**config.mk**
```make
export PLATFORM = sky130hd
export DESIGN_NAME = regfile_wb_arbiter
export DESIGN_NICKNAME = d
export VERILOG_FILES = /design/src/rtl/regfile_wb_pkg.sv /design/src/rtl/decoder_5to32.sv /design/src/rtl/regfile_wb_arbiter.sv
export SDC_FILE = /design/constraint.sdc
export NUM_CORES = 1
export LEC_CHECK = 0
export CAP_MARGIN = 20
export CORE_MARGIN = 8
export CORE_UTILIZATION = 44
export DETAILED_ROUTE_END_ITERATION = 7
export GPL_ROUTABILITY_DRIVEN = 0
export PLACE_DENSITY = 0.92
export SETUP_SLACK_MARGIN = 0.15
export SLEW_MARGIN = 0
export SYNTH_ARGS = -nofsm -noshare
export SYNTH_HDL_FRONTEND = slang
export SYNTH_SLANG_ARGS = --single-unit
export TNS_END_PERCENT = 5
```
**constraint.sdc**
```tcl
create_clock -name clock -period 1.12 [get_ports clock]
set_input_delay 0.28 -clock clock [delete_from_list [all_inputs] [get_ports clock]]
set_output_delay 0.28 -clock clock [all_outputs]
set_load 0.05 [all_outputs]
```
**src/rtl/regfile_wb_pkg.sv**
```systemverilog
// regfile_wb_pkg: shared widths, arbitration state and default starvation limit
package regfile_wb_pkg;
    localparam int REG_W = 5;
    localparam int NREG = 32;
    localparam int STARVE_MAX_DEF = 4;
    typedef enum logic {PRIO_A, FORCE_B} arb_state_t;
endpackage

```
**src/rtl/decoder_5to32.sv**
```systemverilog
// decoder_5to32: 5-to-32 one-hot decoder with enable
module decoder_5to32 import regfile_wb_pkg::*; (
    input  logic             en,
    input  logic [REG_W-1:0] sel,
    output logic [NREG-1:0]  dec
);
    assign dec = en ? NREG'(1) << sel : '0;
endmodule

```
**src/rtl/regfile_wb_arbiter.sv**
```systemverilog
// regfile_wb_arbiter: two-port write-back arbiter, one-hot rf write stage and multdiv busy scoreboard
// WB_STARVE_GUARD_EN enables forcing port B after STARVE_MAX consecutive losses
module regfile_wb_arbiter import regfile_wb_pkg::*; #(
    parameter int NREG = regfile_wb_pkg::NREG,
    parameter int DW = 32,
    parameter int STARVE_MAX = STARVE_MAX_DEF
) (
    input  logic             clock,
    input  logic             resetn,
    input  logic             a_valid,
    output logic             a_ready,
    input  logic [REG_W-1:0] a_rd,
    input  logic [DW-1:0]    a_data,
    input  logic             b_valid,
    output logic             b_ready,
    input  logic [REG_W-1:0] b_rd,
    input  logic [DW-1:0]    b_data,
    input  logic             iss_valid,
    input  logic [REG_W-1:0] iss_rd,
    output logic [NREG-1:0]  busy,
    output logic [NREG-1:0]  rf_we,
    output logic [REG_W-1:0] rf_wrd,
    output logic [DW-1:0]    rf_wdata
);
    arb_state_t state;
    logic a_hs, b_hs, hs, wr;
    logic [REG_W-1:0] win_rd;
    logic [DW-1:0] win_data;
    logic [NREG-1:0] win_dec, set_vec, clr_vec;

    assign a_ready = state == PRIO_A;
    assign b_ready = state == FORCE_B ? 1'b1 : b_valid & ~a_valid;
    assign a_hs = a_valid & a_ready;
    assign b_hs = b_valid & b_ready;
    assign hs = a_hs | b_hs;
    assign win_rd = a_hs ? a_rd : b_rd;
    assign win_data = a_hs ? a_data : b_data;
    // register 0 completes the handshake but is never written
    assign wr = hs && win_rd != '0;

    decoder_5to32 u_dec (.en(1'b1), .sel(win_rd), .dec(win_dec));

    assign set_vec = iss_valid && iss_rd != '0 ? NREG'(1) << iss_rd : '0;
    assign clr_vec = b_hs ? NREG'(1) << b_rd : '0;

    always_ff @(posedge clock or negedge resetn) begin
        if (!resetn) begin
            rf_we <= '0;
            rf_wrd <= '0;
            rf_wdata <= '0;
            busy <= '0;
        end else begin
            rf_we <= win_dec & {NREG{wr}};
            if (wr) begin
                rf_wrd <= win_rd;
                rf_wdata <= win_data;
            end
            busy <= (busy & ~clr_vec) | set_vec;
        end
    end

`ifdef WB_STARVE_GUARD_EN
    localparam int CW = $clog2(STARVE_MAX + 1);
    arb_state_t state_nxt;
    logic [CW-1:0] cnt, cnt_nxt;

    always_ff @(posedge clock or negedge resetn) begin
        if (!resetn) begin
            state <= PRIO_A;
            cnt <= '0;
        end else begin
            state <= state_nxt;
            cnt <= cnt_nxt;
        end
    end

    always_comb begin
        cnt_nxt = b_hs || !b_valid ? '0 : state == PRIO_A && a_valid ? cnt + 1'b1 : cnt;
        state_nxt = state == PRIO_A ? (cnt_nxt == CW'(STARVE_MAX) ? FORCE_B : PRIO_A)
                                    : (b_hs || !b_valid ? PRIO_A : FORCE_B);
    end
`else
    assign state = PRIO_A;
`endif
endmodule

```
==> impl_metrics.py, run 1 <==
metrics = {
    "timing": {
        "fin_tns_setup_ns": -21.23,
        "fmaxAchievable_mhz": 752,
        "report.final.hold_viol_count": 0,
        "finalHoldWorstSlack_ns": 0.169,
        "slew_headroom": 0.674,
        "max_slew.worst_pin.slew_ns": 0.475,
        "grt_setup_unrepaired": "yes",
        "layout_worst_path_cycle_share": 1.19,
        "period_needed_ns": 1.33,
        "slew_violations": 0,
        "worst_setup_skew_after_layout_ns": 0,
        "total_of_endpoints_with_negative_setup_slack_in_the_final_report": 167,
        "postLayoutSetupSlackWorst_ns": -0.210,
    },
    "power": {
        "peakVddDrop_mv": 1.26,
        "power.share.clock": 0.179,
        "p_switching_mw": 5.32,
        "p_sw_frac": 0.408,
        "totalPowerFinal_mw": 13.0,
        "powerDensity_nw_per_um2": 1400,
        "pwr-share-comb": 0.457,
        "share_seq_of_total_power": 0.364,
        "leakagePower_nw": 3.87,
        "internal_power_mw": 7.71,
    },
    "routing": {
        "firstDrtPassIters": 6,
        "final_antenna_violating_net_count": 0,
        "totalWireLength_mm": 25.9,
        "viasPerCell": 6.26,
        "drt_iter0_markers": 529,
        "wl_per_cell_um": 31.9,
        "route.vias.total": 5079,
        "drc": 0,
    },
    "synthesis": {
        "synth_seq_area_share": 0.539,
        "ys_warn_count": 0,
        "postSynthCellCount": 404,
        "yosys.cell_types.count": 42,
        "synth_fp_nets": 488,
        "synth_edf_count": 0,
        "synth_largest_type_area_fraction": 0.539,
        "synth.ff_latch_count": 101,
        "ys.flop_type": "sky130_fd_sc_hd__dfrtp_1",
        "syn-mean-instance-area_um2": 11.6,
        "netlist_top_cells_area": "sky130_fd_sc_hd__dfrtp_1, sky130_fd_sc_hd__a21oi_4, sky130_fd_sc_hd__mux2i_1",
        "synthArstFlopShare": 1.00,
        "netlist_top_cells_count": "sky130_fd_sc_hd__dfrtp_1, sky130_fd_sc_hd__o21ai_0, sky130_fd_sc_hd__a21oi_1",
        "synth_area_leader_cell": "sky130_fd_sc_hd__dfrtp_1",
        "syn-cell-area_um2": 4690,
        "most_numerous_cell_in_the_yosys_netlist": "sky130_fd_sc_hd__dfrtp_1",
    },
    "setup_path": {
        "crit_path_cell_trace": "buf_12 -> nor3b_4 -> buf_4 -> buf_4 -> o22ai_2 -> buf_6 -> nand3b_1 -> nor2_1",
        "critPathCaptureType": "register",
        "cp_common_cell": "sky130_fd_sc_hd__buf_4",
        "critical-path-top-delay-family": "simple AND/OR/NAND/NOR gates",
        "crit_slowest_cell": "sky130_fd_sc_hd__nor2_1",
        "buf_inv_on_cp": 4,
        "reg2reg_slack_ns": 0.14,
        "worst-endpoint-arrival_ns": 1.61,
        "path_type_of_the_worst_setup_path": "in -> reg",
        "critical_path.max_fanout": 7,
        "start_kind": "input port",
        "cpPeakStageDelay_ns": 0.25,
        "worst-endpoint-required_ns": 1.40,
    },
    "job": {
        "drv_cap": 0,
    },
    "die": {
        "floorplan.initialDensity": 0.455,
        "die_width_um": 119,
        "ioPinCount": 187,
        "design.core.area_um2": 10300,
        "chipHeight_um": 119,
        "fp.dieArea_um2": 14200,
        "number_of_cell_rows": 37,
    },
    "global_route": {
        "grt_start_max_net_pins": 46,
        "global_route.peak_usage_layer": "met2",
        "antenna_found_initial": 4,
        "met1_usage": 0.325,
        "track_usage": 0.299,
        "grt_pass1_vias": 5192,
        "wire_length_of_the_first_global_routing_pass_mm": 32.8,
        "grt_use_met2": 0.540,
        "grt_overflow": 0,
        "groute.layer.met3.usage": 0.0798,
    },
    "outcome": {
        "run_status": "finished, violations left",
        "violations_in_the_final_reports": "negative setup slack",
    },
    "cells_and_area": {
        "area_growth_pct": 98.9,
        "postLayoutCoreUtil": 0.904,
        "drive_gt1_frac": 0.544,
        "finish.cell_count_without_fillers": 811,
        "final_nets": 750,
    },
    "cts": {
        "cts_htree_levels": 3,
        "clock_tree.buffer_depth": 2,
        "clock_slew_at_the_register_clock_pins_of_the_worst_setup_and_hold_paths_ns": 0.11,
        "cts_tree": "yes",
        "clock-sinks": 101,
        "tritoncts.num_buffers": 9,
        "clk_latency_ns": 0.37,
        "cts_root_buf": "sky130_fd_sc_hd__clkbuf_8",
    },
    "placement": {
        "placed_cells": 758,
        "port_buffers": 185,
        "dp_hpwl_mm": 12.7,
    },
    "worst_hold_path": {
        "timing.hold.worst.class": "in -> reg",
    },
}
layer usage:
layer / wire length (um) / up-vias / part of all wire
li1: - / 1986 / -
met4: 2100 / 0 / 0.081
met3: 2570 / 160 / 0.099
met5: 0 / - / 0
met1: 8470 / 2450 / 0.33
met2: 12800 / 483 / 0.49
kinds of logic (layout without fill, tap and decap cells):
| logic type | after synthesis | count (layout) | synth area share |
|---|---|---|---|
| other cells | 2 | 6 | 0.00160 |
| compound gates | 145 | 145 | 0.241 |
| mux | 35 | 35 | 0.0754 |
| buf+inv | 31 | 298 | 0.0387 |
| simple gates | 90 | 90 | 0.105 |
| flops | 101 | 101 | 0.539 |
placed cells by master, fill, tap and decap left out, types with 3 or more instances in the layout:
cell type | Yosys | routed
sky130_fd_sc_hd__nand3_1 | 6 | 4
sky130_fd_sc_hd__clkbuf_2 | 0 | 4
sky130_fd_sc_hd__dfrtp_1 | 101 | 78
sky130_fd_sc_hd__mux2i_1 | 34 | 34
sky130_fd_sc_hd__a21oi_2 | 0 | 9
sky130_fd_sc_hd__buf_8 | 3 | 3
sky130_fd_sc_hd__nor3_4 | 1 | 3
sky130_fd_sc_hd__dfrtp_2 | 0 | 23
sky130_fd_sc_hd__buf_6 | 2 | 11
sky130_fd_sc_hd__inv_1 | 7 | 6
sky130_fd_sc_hd__nor2_2 | 0 | 3
sky130_fd_sc_hd__a21oi_4 | 30 | 60
sky130_fd_sc_hd__nor3_2 | 1 | 9
sky130_fd_sc_hd__clkbuf_8 | 0 | 9
sky130_fd_sc_hd__clkdlybuf4s50_1 | 0 | 64
sky130_fd_sc_hd__diode_2 | 0 | 4
sky130_fd_sc_hd__o21ai_2 | 0 | 6
sky130_fd_sc_hd__nor2b_4 | 0 | 4
sky130_fd_sc_hd__o21ai_0 | 57 | 33
sky130_fd_sc_hd__buf_16 | 0 | 6
sky130_fd_sc_hd__buf_4 | 2 | 63
sky130_fd_sc_hd__buf_2 | 7 | 9
sky130_fd_sc_hd__o21ai_1 | 4 | 22
sky130_fd_sc_hd__buf_12 | 0 | 109
sky130_fd_sc_hd__nand2_1 | 12 | 12
sky130_fd_sc_hd__nand3b_1 | 12 | 12
sky130_fd_sc_hd__nor2_1 | 27 | 23
per-stage QoR:
stage,area [um2],worst slack [ns]
after floorplan,4810,-0.317
after global placement,8150,-0.780
after detailed placement,8150,-0.848
after CTS,9090,-0.148
after global routing,9330,-0.213
final,9330,-0.210
repair_timing:
| item | CTS | global route |
|---|---|---|
| hold buffers | 1 | 0 |
| endpoints found under the hold margin | 12 | 0 |
| pin swaps | 28 | 23 |
| resized for setup | 189 | 55 |
| cloned | 5 | 1 |
| endpoints found under the setup margin | 202 | 200 |
| buffers inserted | 14 | 12 |
final cells by class:
type	instances	area, um2
clock buffers	9	124
fillers	328	991
inverters	7	26.3
diodes	4	10.0
well taps	136	170
flip-flops and latches	101	2560
clock inverters	7	56.3
repair buffers	275	3790
multi-input cells	272	2600
flip-flops by register name (all words and copies together), names as in the netlist:
signal,count
busy,32
rf_wdata,32
rf_we,32
rf_wrd,5
worst paths after layout:
check | from | endpoint | cells after the start
min | iss_valid | busy[4]$_DFF_PN0_ | 3
min in group asynchronous | resetn | rf_we[3]$_DFF_PN0_ | 2
max reg2reg | busy[26]$_DFF_PN0_ | busy[26]$_DFF_PN0_ | 2
min reg2reg | busy[0]$_DFF_PN0_ | busy[0]$_DFF_PN0_ | 1
max in group asynchronous | resetn | rf_wdata[27]$_DFFE_PN0P_ | 3
max | a_valid | rf_we[13]$_DFF_PN0_ | 8
power groups by stage:
stage | clock (mW) | sequential (mW) | combinational [mW]
3_5_place_dp | 0 | 4.66 | 5.21
5_1_grt | 2.44 | 4.77 | 6.10
3_3_place_gp | 0 | 4.63 | 5.07
6_report | 2.33 | 4.75 | 5.95
4_1_cts | 2.18 | 4.66 | 5.54
2_1_floorplan | 0 | 5.93 | 0.939
worst reg2reg max path, delay by kind of cell, from the launching register on:
family         cells  cell delay, ns
AO/OA/AOI/OAI      2            0.36
flip-flops         1            0.45
Power figures use the tool's default switching activity.
==> run 2: changes to the inputs <==
Settings changed: CORE_UTILIZATION 44 to 40, CTS_CLUSTER_SIZE from default to 12, PLACE_DENSITY 0.92 to 0.86.
==> run 2 against run 1 <==
Against the previous run: largest cell class unchanged; the run still ends with negative setup slack left; sequential power shrank 2%; maximum frequency grew 6.3%; total power grew 3.2%; non-clock buffer count shrank 16; critical path type is now reg -> out.
==> impl_metrics.py, run 2 (synthesized netlist as in run 1, its figures left out) <==
metrics = {
    "outcome": {
        "run_status": "finished, violations left",
        "violations_in_the_final_reports": "negative setup slack",
    },
    "cells_and_area": {
        "layout.cells.most_common": "sky130_fd_sc_hd__buf_12",
        "drive_gt1_frac": 0.460,
        "finish.cell_count_without_fillers": 799,
        "layout_common_cells": "sky130_fd_sc_hd__buf_12, sky130_fd_sc_hd__dfrtp_1, sky130_fd_sc_hd__clkdlybuf4s50_1, sky130_fd_sc_hd__buf_4, sky130_fd_sc_hd__mux2i_1",
        "area_growth_pct": 90.9,
        "layout_top_registers": "busy x32, rf_wdata x32, rf_we x32",
        "layout.cell_area.non_filler_um2": 8960,
        "final_nets": 734,
    },
    "setup_path": {
        "worst-endpoint-arrival_ns": 0.97,
        "crit_slowest_cell": "sky130_fd_sc_hd__dfrtp_1",
        "worstSetupStartpoint": "rf_wdata[14]$_DFFE_PN0P_",
        "critPathCaptureType": "output port",
        "critical_path.max_fanout": 2,
        "crit_path_cell_trace": "buf_12",
        "path_type_of_the_worst_setup_path": "reg -> out",
        "cpPeakStageDelay_ns": 0.45,
        "worst-endpoint-required_ns": 0.84,
        "start_kind": "register",
        "critical-path-top-delay-family": "flip-flops",
        "worstReg2RegStart": "rf_wdata[14]$_DFFE_PN0P_",
        "buf_inv_on_cp": 1,
    },
    "routing": {
        "route.vias.total": 4446,
        "viasPerCell": 5.56,
        "drt_iter0_markers": 253,
        "final_antenna_violating_net_count": 0,
        "firstDrtPassIters": 4,
        "wl_per_cell_um": 24.3,
        "totalWireLength_mm": 19.4,
        "drc": 0,
    },
    "cts": {
        "cts_root_buf": "sky130_fd_sc_hd__clkbuf_16",
        "cts_tree": "yes",
        "clock-sinks": 101,
        "clock_slew_at_the_register_clock_pins_of_the_worst_setup_and_hold_paths_ns": 0.08,
        "clock_tree.buffer_depth": 2,
        "clk_latency_ns": 0.35,
        "cts_htree_levels": 3,
        "tritoncts.num_buffers": 9,
    },
    "job": {
        "drv_cap": 0,
    },
    "die": {
        "chipHeight_um": 124,
        "design.core.area_um2": 11400,
        "fp.dieArea_um2": 15500,
        "ioPinCount": 187,
        "floorplan.initialDensity": 0.411,
        "die_width_um": 124,
        "number_of_cell_rows": 39,
    },
    "power": {
        "leakagePower_nw": 3.81,
        "powerDensity_nw_per_um2": 1500,
        "peakVddDrop_mv": 1.15,
    },
    "timing": {
        "layout_worst_path_cycle_share": 1.12,
        "grt_setup_unrepaired": "yes",
        "slew_violations": 0,
        "fmaxAchievable_mhz": 799,
        "report.final.hold_viol_count": 0,
        "finalHoldWorstSlack_ns": 0.226,
        "period_needed_ns": 1.25,
        "postLayoutSetupSlackWorst_ns": -0.132,
        "worst_setup_skew_after_layout_ns": 0,
        "fin_tns_setup_ns": -12.05,
        "total_of_endpoints_with_negative_setup_slack_in_the_final_report": 147,
    },
    "worst_hold_path": {
        "holdCritStartpoint": "iss_rd[3]",
        "timing.hold.worst.class": "in -> reg",
    },
    "placement": {
        "port_buffers": 185,
        "placed_cells": 770,
        "post-place-ws_ns": -0.814,
        "dp_hpwl_mm": 13.2,
        "place_area_um2": 8190,
    },
    "global_route": {
        "grt_pass1_vias": 4954,
        "grt_overflow": 0,
        "grt_start_max_net_pins": 56,
        "wire_length_of_the_first_global_routing_pass_mm": 29.2,
        "antenna_found_initial": 2,
        "track_usage": 0.235,
    },
}
-- run 2: changes by cell type in the layout (fill, tap and decap cells not counted), moves of 9 or more --
cell                       before  now
sky130_fd_sc_hd__buf_4         63   49
sky130_fd_sc_hd__a21oi_4       60   33
sky130_fd_sc_hd__a21oi_1        1   28
sky130_fd_sc_hd__dfrtp_2       23    4
sky130_fd_sc_hd__clkbuf_8       9    0
sky130_fd_sc_hd__dfrtp_1       78   97
-- run 2: path summary, 6_finish.rpt --
kind	endpoint	slack, ns	depth (start not counted)
setup / recovery	rf_wdata[14]	-0.13	1
hold / removal	busy[4]$_DFF_PN0_	0.23	2
setup reg to reg	rf_wdata[14]$_DFFE_PN0P_	0.22	2
hold reg to reg	busy[0]$_DFF_PN0_	0.57	1
max in group asynchronous	rf_wdata[21]$_DFFE_PN0P_	0.32	3
min in group asynchronous	rf_we[8]$_DFF_PN0_	0.49	3
-- run 2: layout make-up --
type,instances,area (um2)
Multi-Input combinational cell,272,2300
Clock buffer,9,225
Sequential cell,101,2530
Clock inverter,7,80.1
Inverter,7,26.3
Fill cell,619,2460
Timing Repair Buffer,259,3610
Antenna cell,1,2.50
Tap cell,143,179
-- run 2: metrics by stage --
step,utilization,total power [mW]
after global placement,0.718,9.73
after global routing,0.785,13.9
final,0.785,13.4
after CTS,0.778,13.3
after detailed placement,0.718,9.90
after floorplan,-,6.87
-- run 2: power by group --
group / switching, mW / leakage (nW) / internal, mW
combinational: 2.89 / 2.41 / 2.63
sequential: 0.552 / 1.25 / 4.09
clock: 1.50 / 0.154 / 1.78
total: 4.94 / 3.81 / 8.50
-- run 2: layer usage --
| metal | GRT usage | share of wire | vias up |
|---|---|---|---|
| met2 | 0.441 | 0.54 | 212 |
| met1 | 0.254 | 0.37 | 2263 |
| met5 | 0 | 0.00057 | - |
| li1 | - | - | 1929 |
| met4 | 0.0702 | 0.028 | 2 |
| met3 | 0.0574 | 0.063 | 40 |
-- run 2: timing repair --
| action | in CTS | in global routing |
|---|---|---|
| hold endpoints to repair | 101 | 0 |
| hold buffers | 1 | 0 |
| pin swaps | 27 | 25 |
| setup buffers | 6 | 2 |
| endpoints found under the setup margin | 202 | 201 |
| gates cloned | 3 | 0 |
| gates resized for setup | 123 | 44 |
